File: config.mk
export PLATFORM = sky130hd
export DESIGN_NAME = collect_money
export DESIGN_NICKNAME = d
export VERILOG_FILES = /design/src/rtl/collect_money.sv
export SDC_FILE = /design/constraint.sdc
export NUM_CORES = 1
export LEC_CHECK = 0
export ABC_AREA = 1
export CAP_MARGIN = 20
export CELL_PAD_IN_SITES_DETAIL_PLACEMENT = 0
export CELL_PAD_IN_SITES_GLOBAL_PLACEMENT = 1
export CORE_MARGIN = 2
export CORE_UTILIZATION = 34
export CTS_CLUSTER_SIZE = 30
export DETAILED_ROUTE_END_ITERATION = 8
export PLACE_DENSITY_LB_ADDON = 0.1
export SYNTH_ARGS = -nofsm -noshare
export SYNTH_HDL_FRONTEND = slang
export SYNTH_SLANG_ARGS = --single-unit
File: constraint.sdc
create_clock -name clock -period 2.35 [get_ports clock]
set_input_delay 0.3525 -clock clock [delete_from_list [all_inputs] [get_ports clock]]
set_output_delay 0.3525 -clock clock [all_outputs]
set_load 0.005 [all_outputs]
File: src/rtl/collect_money.sv
// Payment-collection controller: accumulates 2-euro coin and 10-euro note
// credit against a latched price, then hands change or a refund to the
// dispenser over a valid/ack handshake.
//
// state   | meaning
// --------+--------------------------------------------------------------
// IDLE    | waiting for a start with a legal price
// COLLECT | accepting insertions until credit covers the price
// DONE    | sale complete, change presented until changeAck
// REFUND  | cancelled or timed out, credit presented until changeAck
module collect_money #(
    parameter int MAX_CREDIT     = 30,
    parameter int MAX_PRICE      = 28,
    parameter int TIMEOUT_CYCLES = 1000
) (
    input  logic       clock,
    input  logic       reset,
    input  logic       start,
    input  logic [4:0] valueToPay,
    input  logic       coin2In,
    input  logic       note10In,
    input  logic       cancel,
    input  logic       changeAck,
    output logic [4:0] inputMoney,
    output logic       busy,
    output logic       coinReject,
    output logic       noteReject,
    output logic       priceError,
    output logic       changeValid,
    output logic [4:0] changeDue,
    output logic       paid,
    output logic       refund
);

    typedef enum logic [1:0] {
        IDLE    = 2'd0,
        COLLECT = 2'd1,
        DONE    = 2'd2,
        REFUND  = 2'd3
    } state_t;

    localparam logic [5:0]  MAX_CREDIT_W = 6'(MAX_CREDIT);
    localparam logic [4:0]  MAX_PRICE_W  = 5'(MAX_PRICE);
    localparam logic [15:0] TIMEOUT_LAST = 16'(TIMEOUT_CYCLES - 1);

    state_t      state_q, state_d;
    logic [4:0]  credit_q, credit_d;
    logic [4:0]  price_q, price_d;
    logic [15:0] cnt_q, cnt_d;
    logic [4:0]  due_q, due_d;
    logic        cv_q, cv_d;
    logic        paid_q, paid_d;
    logic        refund_q, refund_d;
    logic        busy_q, busy_d;
    logic        coin_rej_q, coin_rej_d;
    logic        note_rej_q, note_rej_d;
    logic        price_err_q, price_err_d;

    logic        price_ok;
    logic        coin_ok;
    logic        note_ok;

    // Legal price: even, nonzero, within range. Coin is judged first; the
    // note sees the credit including an accepted coin (6-bit sums, no wrap).
    assign price_ok = (valueToPay[0] == 1'b0) && (valueToPay != 5'd0)
                      && (valueToPay <= MAX_PRICE_W);
    assign coin_ok  = coin2In && (({1'b0, credit_q} + 6'd2) <= MAX_CREDIT_W);
    assign note_ok  = note10In
                      && (({1'b0, credit_q} + (coin_ok ? 6'd2 : 6'd0) + 6'd10)
                          <= MAX_CREDIT_W);

    // Next-state and registered-output computation.
    always_comb begin
        state_d     = state_q;
        credit_d    = credit_q;
        price_d     = price_q;
        cnt_d       = cnt_q;
        due_d       = due_q;
        cv_d        = cv_q;
        paid_d      = paid_q;
        refund_d    = refund_q;
        coin_rej_d  = 1'b0;
        note_rej_d  = 1'b0;
        price_err_d = 1'b0;
        case (state_q)
            IDLE: begin
                coin_rej_d = coin2In;
                note_rej_d = note10In;
                if (start) begin
                    if (price_ok) begin
                        price_d  = valueToPay;
                        credit_d = 5'd0;
                        cnt_d    = 16'd0;
                        state_d  = COLLECT;
                    end else begin
                        price_err_d = 1'b1;
                    end
                end
            end
            COLLECT: begin
                if (credit_q >= price_q) begin
                    state_d    = DONE;
                    due_d      = credit_q - price_q;
                    paid_d     = 1'b1;
                    cv_d       = 1'b1;
                    coin_rej_d = coin2In;
                    note_rej_d = note10In;
                end else if (cancel || (cnt_q == TIMEOUT_LAST)) begin
                    state_d    = REFUND;
                    due_d      = credit_q;
                    refund_d   = 1'b1;
                    cv_d       = 1'b1;
                    coin_rej_d = coin2In;
                    note_rej_d = note10In;
                end else begin
                    credit_d   = credit_q + (coin_ok ? 5'd2 : 5'd0)
                                          + (note_ok ? 5'd10 : 5'd0);
                    coin_rej_d = coin2In && !coin_ok;
                    note_rej_d = note10In && !note_ok;
                    cnt_d      = (coin_ok || note_ok) ? 16'd0 : cnt_q + 16'd1;
                end
            end
            DONE, REFUND: begin
                coin_rej_d = coin2In;
                note_rej_d = note10In;
                if (changeAck) begin
                    state_d  = IDLE;
                    credit_d = 5'd0;
                    due_d    = 5'd0;
                    cv_d     = 1'b0;
                    paid_d   = 1'b0;
                    refund_d = 1'b0;
                end
            end
            default: state_d = IDLE;
        endcase
        busy_d = (state_d != IDLE);
    end

    // State and output registers; reset discards any credit in flight.
    always_ff @(posedge clock or negedge reset) begin
        if (!reset) begin
            state_q     <= IDLE;
            credit_q    <= 5'd0;
            price_q     <= 5'd0;
            cnt_q       <= 16'd0;
            due_q       <= 5'd0;
            cv_q        <= 1'b0;
            paid_q      <= 1'b0;
            refund_q    <= 1'b0;
            busy_q      <= 1'b0;
            coin_rej_q  <= 1'b0;
            note_rej_q  <= 1'b0;
            price_err_q <= 1'b0;
        end else begin
            state_q     <= state_d;
            credit_q    <= credit_d;
            price_q     <= price_d;
            cnt_q       <= cnt_d;
            due_q       <= due_d;
            cv_q        <= cv_d;
            paid_q      <= paid_d;
            refund_q    <= refund_d;
            busy_q      <= busy_d;
            coin_rej_q  <= coin_rej_d;
            note_rej_q  <= note_rej_d;
            price_err_q <= price_err_d;
        end
    end

    assign inputMoney  = credit_q;
    assign busy        = busy_q;
    assign coinReject  = coin_rej_q;
    assign noteReject  = note_rej_q;
    assign priceError  = price_err_q;
    assign changeValid = cv_q;
    assign changeDue   = due_q;
    assign paid        = paid_q;
    assign refund      = refund_q;

endmodule
==> run_results.csv, run 1 <==
group,metric,value,unit
cts,cts.path.max_buffers,2,
sta,rsz0062_at_grt,"yes",
status,outcome,"finished, violations left",
logic_synthesis,ys.flop_type,"dfrtp_1",
grt,grt-ovfl-total,0,
cells_and_area,finalInstanceArea,3500,sq um
grt,grtUsageTotal,0.180,
grt,grt_pass1_vias,2476,
route,drtIter0Drc,100,
logic_synthesis,netlist.area_leader.share,0.365,
die,die_x,92.6,um
route,route.vias.total,2479,
setup_path,crit_fanout,2,
route,final_antenna_net_count,0,
sta,finalHoldViolCount,0,
logic_synthesis,synthTopCellsByArea,"dfrtp_1 37%, nand2_1 17%, ha_1 6.6%",
sta,fin_crit,2.36,ns
logic_synthesis,synth_cells,368,
die,fp.coreArea,7690,sq um
cells_and_area,syn_to_final_growth,31.1,%
cells_and_area,final_common_cell,"nand2_1",
cts,clk_latency,0.31,ns
hold_path,hp-class,"input port to asynchronous set/reset pin",
die,rows,32,
cts,cts_tree,"built",
logic_synthesis,yosysUniqueCellTypes,33,
pwr,ir_worst_vdd,0.512,mV
cells_and_area,final_cell_mix,"116 x nand2_1, 45 x nor2_1, 36 x dfrtp_1, 27 x inv_1, 26 x clkdlybuf4s50_1",
cts,htree_levels,2,
logic_synthesis,synth-warning-count,0,
sta,maxSlewHeadroom,0.638,
logic_synthesis,synth-compound-area-share,0.0824,
die,die_h,92.6,um
grt,antenna_found_initial,0,
route,post_drt_wl_per_cell,14.2,um
cells_and_area,antennaDiodeCount,0,
logic_synthesis,syn_avg_cell_area,7.26,sq um
logic_synthesis,synth_top_family_by_area,"simple AND/OR/NAND/NOR gates",
die,start_util,0.347,
setup_path,critPathKind,"flop to flop",
job,maxCapViolCount,0,
place,port-buffer-count,27,
logic_synthesis,synth-edff-count,0,
route,drt_wl_total,7430,um
logic_synthesis,synth.area.mux_share,0,
cts,numCtsBuffers,5,
pwr,leakage,1.65,nW
status,violations,"negative setup slack",
setup_path,cp.arrival,2.56,ns
sta,slew_viol_final,0,
sta,clock.fmax,425,MHz
logic_synthesis,syn-num-nets,396,
sta,finalSetupTns,-0.00528,ns
setup_path,cp-end-kind,"flop",
cells_and_area,drive_above_1_share,0.194,
cts,cts_sinks,39,
logic_synthesis,synth_top_cell_by_area,"dfrtp_1",
logic_synthesis,yosys.area_share.simple,0.365,
setup_path,critPathLaunchType,"flop",
cts,hold_buffers,0,
grt,grt_max_degree,40,
cts,root_buffer,"clkbuf_8",
die,io_pins,29,
sta,worst_slack,-0.00528,ns
logic_synthesis,syn_area,2670,sq um
die,fp.dieArea,8580,sq um
place,placed_area,3130,sq um
route,drt-vias-per-instance,4.72,
cts,clk_pin_slew_worst_paths,0.08,ns
pwr,powerDensity,916,nW/um^2
logic_synthesis,async_flop_share,1.00,
logic_synthesis,yosysSeqAreaShare,0.365,
logic_synthesis,synth-seq-cells,39,
grt,grt_pass1_wl,12000,um
cells_and_area,nets,450,
sta,fin_crit_sh,1.00,
logic_synthesis,yosys.area_share.adder,0.0806,
place,gp_congestion,0.792,
sta,holdWs,0.0953,ns
sta,worst_slew_pin_slew,0.543,ns
sta,setup_viol,1,
logic_synthesis,synth_xor_area_frac,0.0295,
sta,fin_skew,0.00663,ns
setup_path,required,2.55,ns
route,drc_errors,0,
place,detailed_place_hpwl,4880,um
route,dr.pass1.iters,4,
==> power by group <==
group          switching (W)  internal (W)  total (W)
Sequential         0.0000985      0.000823   0.000922
Clock               0.000260      0.000268   0.000528
Combinational        0.00108      0.000683    0.00176
==> kinds of logic (layout without fill, tap and decap cells) <==
logic type	after synthesis	count (layout)
AOI/OAI and AO/OA	39	39
other	1	1
and+or+nand+nor	217	220
adders and majority gates	16	16
DFF	39	39
xor gates and xnor gates	9	9
buffers and inverters	47	99
==> what timing repair did <==
action                     in CTS  in global routing
gates resized for setup        14                 16
buffers inserted                5                  6
pin swaps                      12                 14
setup endpoints to repair       2                 26
cloned                          0                  3
==> registers in the layout (all words and copies together), names as in the netlist <==
name	flops
priceError	1
state_q	2
price_q	5
changeValid	1
inputMoney	4
cnt_q	16
changeDue	5
busy	1
noteReject	1
paid	1
refund	1
coinReject	1
==> area by class of cell <==
class                      count  area, sq um
fill                         808         4180
multi-input combinational    285         1680
sequential                    39          980
timing repair buffer          52          465
inverter                      39          146
tap                          102          128
clock buffer                   8          100
==> final timing paths <==
check                                           from                   endpoint  slack, ns  depth (start not counted)
hold / removal                                 reset  inputMoney[1]$_DFFE_PN0P_        0.1                          2
setup reg to reg           inputMoney[3]$_DFFE_PN0P_  inputMoney[4]$_DFFE_PN0P_     -0.005                         18
setup / recovery           inputMoney[3]$_DFFE_PN0P_  inputMoney[4]$_DFFE_PN0P_     -0.005                         18
min in group clock          changeDue[0]$_DFFE_PN0P_   changeDue[0]$_DFFE_PN0P_       0.48                          2
hold reg to reg             changeDue[0]$_DFFE_PN0P_   changeDue[0]$_DFFE_PN0P_       0.48                          2
max in group asynchronous                      reset  inputMoney[4]$_DFFE_PN0P_       1.86                          2
==> through the flow <==
stage,setup slack [ns],cells,utilization,total power (W)
finish,-0.00528,525,0.456,0.00321
detailed placement,-0.256,503,0.407,0.00246
global placement,-0.204,503,0.407,0.00246
CTS,-0.0296,516,0.435,0.00306
global route,-0.107,525,0.456,0.00349
floorplan,-0.0214,368,-,0.00191
==> worst max-delay path, stage by stage (launching register included) <==
cell and delay, ns:
dfrtp_2 0.43, ha_4 0.18, nand2_4 0.08, nand2_4 0.05, ha_4 0.15, inv_2 0.05, ha_4 0.13, a21oi_4 0.05
nand2_2 0.08, inv_2 0.04, fa_2 0.35, ha_4 0.17, ha_4 0.15, inv_2 0.06, nand2_2 0.05, nand2_1 0.07
nor2_1 0.05, nand4_1 0.06, nand2_1 0.05
==> routing by layer <==
metal | track usage | share of wire
met5 | 0 | 0
met1 | 0.217 | 0.43
met4 | 0.0735 | 0.015
met3 | 0.0301 | 0.030
met2 | 0.319 | 0.52
==> cell usage after synthesis (2+ instances only) <==
cell / instances
nand2_4: 2
buf_2: 3
inv_2: 5
clkinv_1: 2
dfrtp_1: 39
nor3_1: 7
nand2_8: 2
buf_6: 2
ha_1: 14
nand4_1: 10
a21oi_1: 8
xor2_1: 4
buf_4: 2
o21ai_1: 11
nor2_2: 3
o21ai_0: 10
fa_1: 2
o21bai_1: 6
nand3_2: 2
nand2_2: 4
xnor2_1: 5
nand3_1: 17
nor2_1: 46
inv_1: 32
a21boi_0: 2
nand2_1: 121
Note: power is estimated with default switching activity, not from simulation.
==> run 2: changes to the inputs <==
--- a/config.mk
+++ b/config.mk
@@ -13,6 +13,7 @@
 export CORE_UTILIZATION = 34
 export CTS_CLUSTER_SIZE = 30
 export DETAILED_ROUTE_END_ITERATION = 8
+export MAX_ROUTING_LAYER = met4
 export PLACE_DENSITY_LB_ADDON = 0.1
 export SYNTH_ARGS = -nofsm -noshare
 export SYNTH_HDL_FRONTEND = slang
==> run 2 against run 1 <==
The flow still finishes with violations (negative setup slack). Core utilization about the same. Via count decreased by 0.20%. Flip-flop and latch count unchanged. Die area unchanged. Register-to-register slack about the same. Final area about the same. Largest cell class unchanged. Fmax about the same. Critical path depth unchanged. Non-clock buffer count unchanged. Sequential power about the same.
==> run_results.csv, run 2 (synthesis results as in run 1) <==
group,metric,value,unit
status,outcome,"finished, violations left",
status,violations,"negative setup slack",
cells_and_area,final_util,0.456,
die,fp.dieArea,8580,sq um
cells_and_area,nets,450,
grt,grt_max_degree,40,
grt,grt_pass1_wl,12000,um
die,io_pins,29,
cells_and_area,fillCellCount,806,
setup_path,worst_r2r_path_depth,18,
cts,hold_buffers,0,
grt,grt-ovfl-total,0,
sta,maxSlewHeadroom,0.640,
setup_path,startpoint,"inputMoney[3]$_DFFE_PN0P_",
sta,finalHoldViolCount,0,
cts,root_buffer,"clkbuf_8",
place,placed_area,3130,sq um
pwr,ir_worst_vdd,0.511,mV
place,dp_slack,-0.256,ns
setup_path,required,2.55,ns
cts,cts.path.max_buffers,2,
route,drtIter0Drc,88,
cells_and_area,antennaDiodeCount,0,
setup_path,cp-end-kind,"flop",
place,gp_congestion,0.803,
cells_and_area,regMostFlops,"cnt_q",
cells_and_area,final_common_cell,"nand2_1",
place,detailed_place_hpwl,4880,um
die,start_util,0.347,
sta,fin_crit,2.36,ns
place,port-buffer-count,27,
route,drt_wl_total,7370,um
route,drc_errors,0,
grt,antenna_found_initial,0,
setup_path,reg2reg_slack,-0.006,ns
grt,grtUsageTotal,0.185,
setup_path,crit_fanout,2,
setup_path,timing.rr.start,"inputMoney[3]$_DFFE_PN0P_",
cells_and_area,syn_to_final_growth,31.2,%
die,rows,32,
sta,slew_viol_final,0,
sta,rsz0062_at_grt,"yes",
cts,cts_tree,"built",
sta,fin_skew,0.00463,ns
pwr,leakage,1.64,nW
route,route.vias.total,2474,
cts,clk_pin_slew_worst_paths,0.08,ns
sta,holdWs,0.0950,ns
pwr,powerDensity,920,nW/um^2
cells_and_area,drive_above_1_share,0.201,
cts,numCtsBuffers,5,
die,fp.coreArea,7690,sq um
setup_path,worstReg2RegEnd,"inputMoney[4]$_DFFE_PN0P_",
sta,finalSetupTns,-0.00576,ns
cells_and_area,finalInstanceArea,3500,sq um
sta,worst_slew_pin_slew,0.541,ns
setup_path,critPathKind,"flop to flop",
cts,htree_levels,2,
setup_path,cp.arrival,2.56,ns
setup_path,critPathLaunchType,"flop",
setup_path,setup.worst_path.end,"inputMoney[4]$_DFFE_PN0P_",
die,die_x,92.6,um
die,die_h,92.6,um
sta,fin_crit_sh,1.00,
cells_and_area,final_cell_mix,"115 x nand2_1, 45 x nor2_1, 36 x dfrtp_1, 26 x inv_1, 26 x clkdlybuf4s50_1",
cells_and_area,largest_register_ffs,16,
sta,worst_slack,-0.00576,ns
route,drt-vias-per-instance,4.71,
sta,setup_viol,1,
hold_path,hp-class,"input port to asynchronous set/reset pin",
job,maxCapViolCount,0,
route,dr.pass1.iters,4,
cts,cts_sinks,39,
cts,clk_latency,0.30,ns
route,post_drt_wl_per_cell,14.0,um
grt,grt_pass1_vias,2469,
route,final_antenna_net_count,0,
sta,clock.fmax,424,MHz
## run 2: stage by stage
step / std cells / power, W
4_1_cts: 516 / 0.00306
3_5_place_dp: 503 / 0.00246
2_1_floorplan: 368 / 0.00191
5_1_grt: 525 / 0.00350
3_3_place_gp: 503 / 0.00246
6_report: 525 / 0.00322
## run 2: final cells by class
type / count / area, sq um / share of cell area
inverters: 39 / 150 / 0.0428
multi-input cells: 285 / 1690 / 0.482
clock buffers: 8 / 100 / 0.0286
flip-flops and latches: 39 / 980 / 0.280
well taps: 102 / 128 / 0.0364
repair buffers: 52 / 457 / 0.130
## run 2: worst min path at each step
stage / from / endpoint / slack (ns) / cells past startpoint
6_report: reset / inputMoney[1]$_DFFE_PN0P_ / 0.09 / 2
5_1_grt: reset / inputMoney[1]$_DFFE_PN0P_ / 0.15 / 2
2_1_floorplan: reset / busy$_DFF_PN0_ / 0.06 / 0
3_3_place_gp: reset / inputMoney[2]$_DFFE_PN0P_ / 0.46 / 2
4_1_cts: reset / refund$_DFFE_PN0P_ / 0.12 / 2
3_5_place_dp: reset / inputMoney[2]$_DFFE_PN0P_ / 0.46 / 2
## run 2: repair_timing
| item | 4_1_cts | 5_1_grt |
|---|---|---|
| pin swaps | 12 | 13 |
| gates resized for setup | 14 | 21 |
| endpoints found under the hold margin | 0 | 0 |
| endpoints found under the setup margin | 2 | 26 |
| setup buffers | 5 | 6 |
| gates cloned | 0 | 3 |
## run 2: power by group
part	internal [W]	leakage, nW	total, W	switching (W)
Combinational	0.000688	1.08	0.00177	0.00109
Clock	0.000268	0.0515	0.000529	0.000260
Sequential	0.000823	0.512	0.000922	0.0000983
Total	0.00178	1.64	0.00322	0.00144
## run 2: worst max-delay path: stages, from the launching register on
cell and delay, ns:
dfrtp_2 0.43, ha_4 0.18, nand2_4 0.08, nand2_4 0.05, ha_4 0.15, inv_2 0.06, ha_4 0.13, a21oi_4 0.05
nand2_2 0.08, inv_2 0.04, fa_2 0.35, ha_4 0.17, ha_4 0.15, inv_2 0.06, nand2_2 0.05, nand2_1 0.07
nor2_1 0.05, nand4_1 0.06, nand2_1 0.05
## run 2: metal layers
layer | wire [um] | GRT usage | vias to the layer above | part of all wire
li1 | - | - | 1274 | -
met1 | 3190 | 0.216 | 1150 | 0.43
met2 | 3850 | 0.320 | 41 | 0.52
met3 | 225 | 0.0301 | 9 | 0.031
met4 | 111 | 0.0735 | 0 | 0.015
met5 | 0 | - | - | 0
==> RTL edit: new RTL, config.mk and constraints of run 2 <==
Register the output `priceError` once more, with the module's reset; this adds one clock of latency there. The other outputs are not delayed to match.
--- a/src/rtl/collect_money.sv
+++ b/src/rtl/collect_money.sv
@@ -173,5 +173,11 @@
     assign coinReject  = coin_rej_q;
     assign noteReject  = note_rej_q;
-    assign priceError  = price_err_q;
+    always_ff @(posedge clock or negedge reset) begin
+        if (!reset) begin
+            priceError <= '0;
+        end else begin
+            priceError <= price_err_q;
+        end
+    end
     assign changeValid = cv_q;
     assign changeDue   = due_q;
Behaviour: not the same (a bounded check fails within 4 cycles, from zero or initial values and one cycle with reset low).
==> RTL edit against run 2 <==
  * The run still ends with setup timing left
  * Sequential power rose by 2%
  * Die area down 0.27%
  * Power shrank 4.2%
  * Sequential cell count increased by 1
  * Wire length shrank 2.8%
  * Synthesized area decreased by 0.28%
  * Synthesized cell count fell by 0.27%
  * Design area fell by 2.4%
  * Worst setup slack got worse by 0.11 ns
  * Largest power group unchanged
  * Highest routed layer unchanged
==> RTL edit: results (changes against run 2) <==
{
  "placed_design": {
    "dp_cells": {"value": 505, "change": "was 503"},
    "gp_congestion": {"value": 0.789, "change": "was 0.803"},
    "hpwlAfterDp": {"value": 5.00, "unit": "mm", "change": "was 4.88 mm"},
    "postPlaceCellArea": {"value": 0.00313, "unit": "mm^2", "change": "about the same"}
  },
  "detailed_routing": {
    "route.layer.met1.wl": {"value": 3.26, "unit": "mm", "change": "was 3.19 mm"},
    "wl_met2": {"value": 3.68, "unit": "mm", "change": "was 3.85 mm"},
    "drt_iter0_markers": {"value": 65, "change": "was 88"}
  },
  "synthesis": {
    "synth.distinct_cells": {"value": 35, "change": "was 33"},
    "syn_inst": {"value": 367, "change": "was 368"},
    "top_cells_by_instance_count_after_synthesis": {"value": "sky130_fd_sc_hd__nand2_1, sky130_fd_sc_hd__nor2_1, sky130_fd_sc_hd__dfrtp_1", "change": "unchanged"}
  },
  "grt": {
    "grt_pass1_vias": {"value": 2456, "change": "was 2469"},
    "globalRouteTotalUtil": {"value": 0.186, "change": "was 0.185"}
  },
  "min_path": {
    "min_path_type": {"value": "reg -> reg", "change": "was in -> async"}
  },
  "worst_setup_path": {
    "arrival_time_of_data_at_the_critical_path_endpoint": {"value": 2.70, "unit": "ns", "change": "was 2.56 ns"},
    "critical-path-slowest-cell": {"value": "sky130_fd_sc_hd__dfrtp_1", "change": "was sky130_fd_sc_hd__dfrtp_2"}
  },
  "finish": {
    "num-fill-cells": {"value": 800, "change": "was 806"},
    "layout.nets": {"value": 447, "change": "was 450"}
  },
  "timing": {
    "finalSetupViolCount": {"value": 2, "change": "was 1"},
    "setup_slack": {"value": -0.113, "unit": "ns", "change": "was -0.00576 ns"},
    "final_setup_tns": {"value": -0.190, "unit": "ns", "change": "was -0.00576 ns"},
    "clock-skew-final": {"value": 0.00589, "unit": "ns", "change": "was 0.00463 ns"}
  },
  "power": {
    "vdd.ir_drop.worst": {"value": 0.000432, "unit": "V", "change": "was 0.000511 V"},
    "internal_portion_of_total_power": {"value": 1.76, "unit": "mW", "change": "was 1.78 mW"},
    "powerComb": {"value": 1.58, "unit": "mW", "change": "was 1.77 mW"}
  },
  "status": {
    "run_status": {"value": "finished with violations", "change": "unchanged"},
    "failing_checks": {"value": "setup timing", "change": "unchanged"}
  }
}
## RTL edit: layout make-up
| type | count | area, um^2 | area share |
|---|---|---|---|
| Inverter | 41 | 156 | 0.0457 |
| Tap cell | 102 | 128 | 0.0373 |
| Clock inverter | 2 | 35.0 | 0.0102 |
| Multi-Input combinational cell | 281 | 1580 | 0.462 |
| Clock buffer | 6 | 72.6 | 0.0212 |
| Timing Repair Buffer | 50 | 444 | 0.130 |
| Sequential cell | 40 | 1000 | 0.293 |
## RTL edit: timing repair
action                                  4_1_cts  5_1_grt
pin swaps                                     7       15
endpoints found under the setup margin        3       28
resized for setup                            16        8
hold buffers                                  1        0
setup buffers                                 6        2
hold endpoints to repair                     10        0
gates cloned                                  0        1
## RTL edit: cell families after synthesis
kind of cell,share of synthesized area
and+or+nand+nor,0.365
adders and majority gates,0.0808
DFF,0.376
buffers and inverters,0.0766
other,0.00141
xor gates and xnor gates,0.0263
AOI/OAI and AO/OA,0.0737
## RTL edit: stage by stage
step                hold WS, ns  total power, mW  worst slack (ns)
floorplan                0.0569             1.90           -0.0841
global placement          0.249             2.44            -0.262
detailed placement        0.248             2.43            -0.300
CTS                       0.368             3.09           -0.0441
global route              0.371             3.35            -0.203
finish                    0.364             3.09            -0.113
## RTL edit: path summary, 6_finish.rpt
check | depth (start not counted) | endpoint | from
setup / recovery | 18 | inputMoney[3] | inputMoney[3]
hold / removal | 0 | priceError | price_err_q
setup reg to reg | 18 | inputMoney[3] | inputMoney[3]
hold reg to reg | 0 | priceError | price_err_q
max in group asynchronous | 3 | inputMoney[1] | reset
min in group asynchronous | 2 | cnt_q[6] | reset
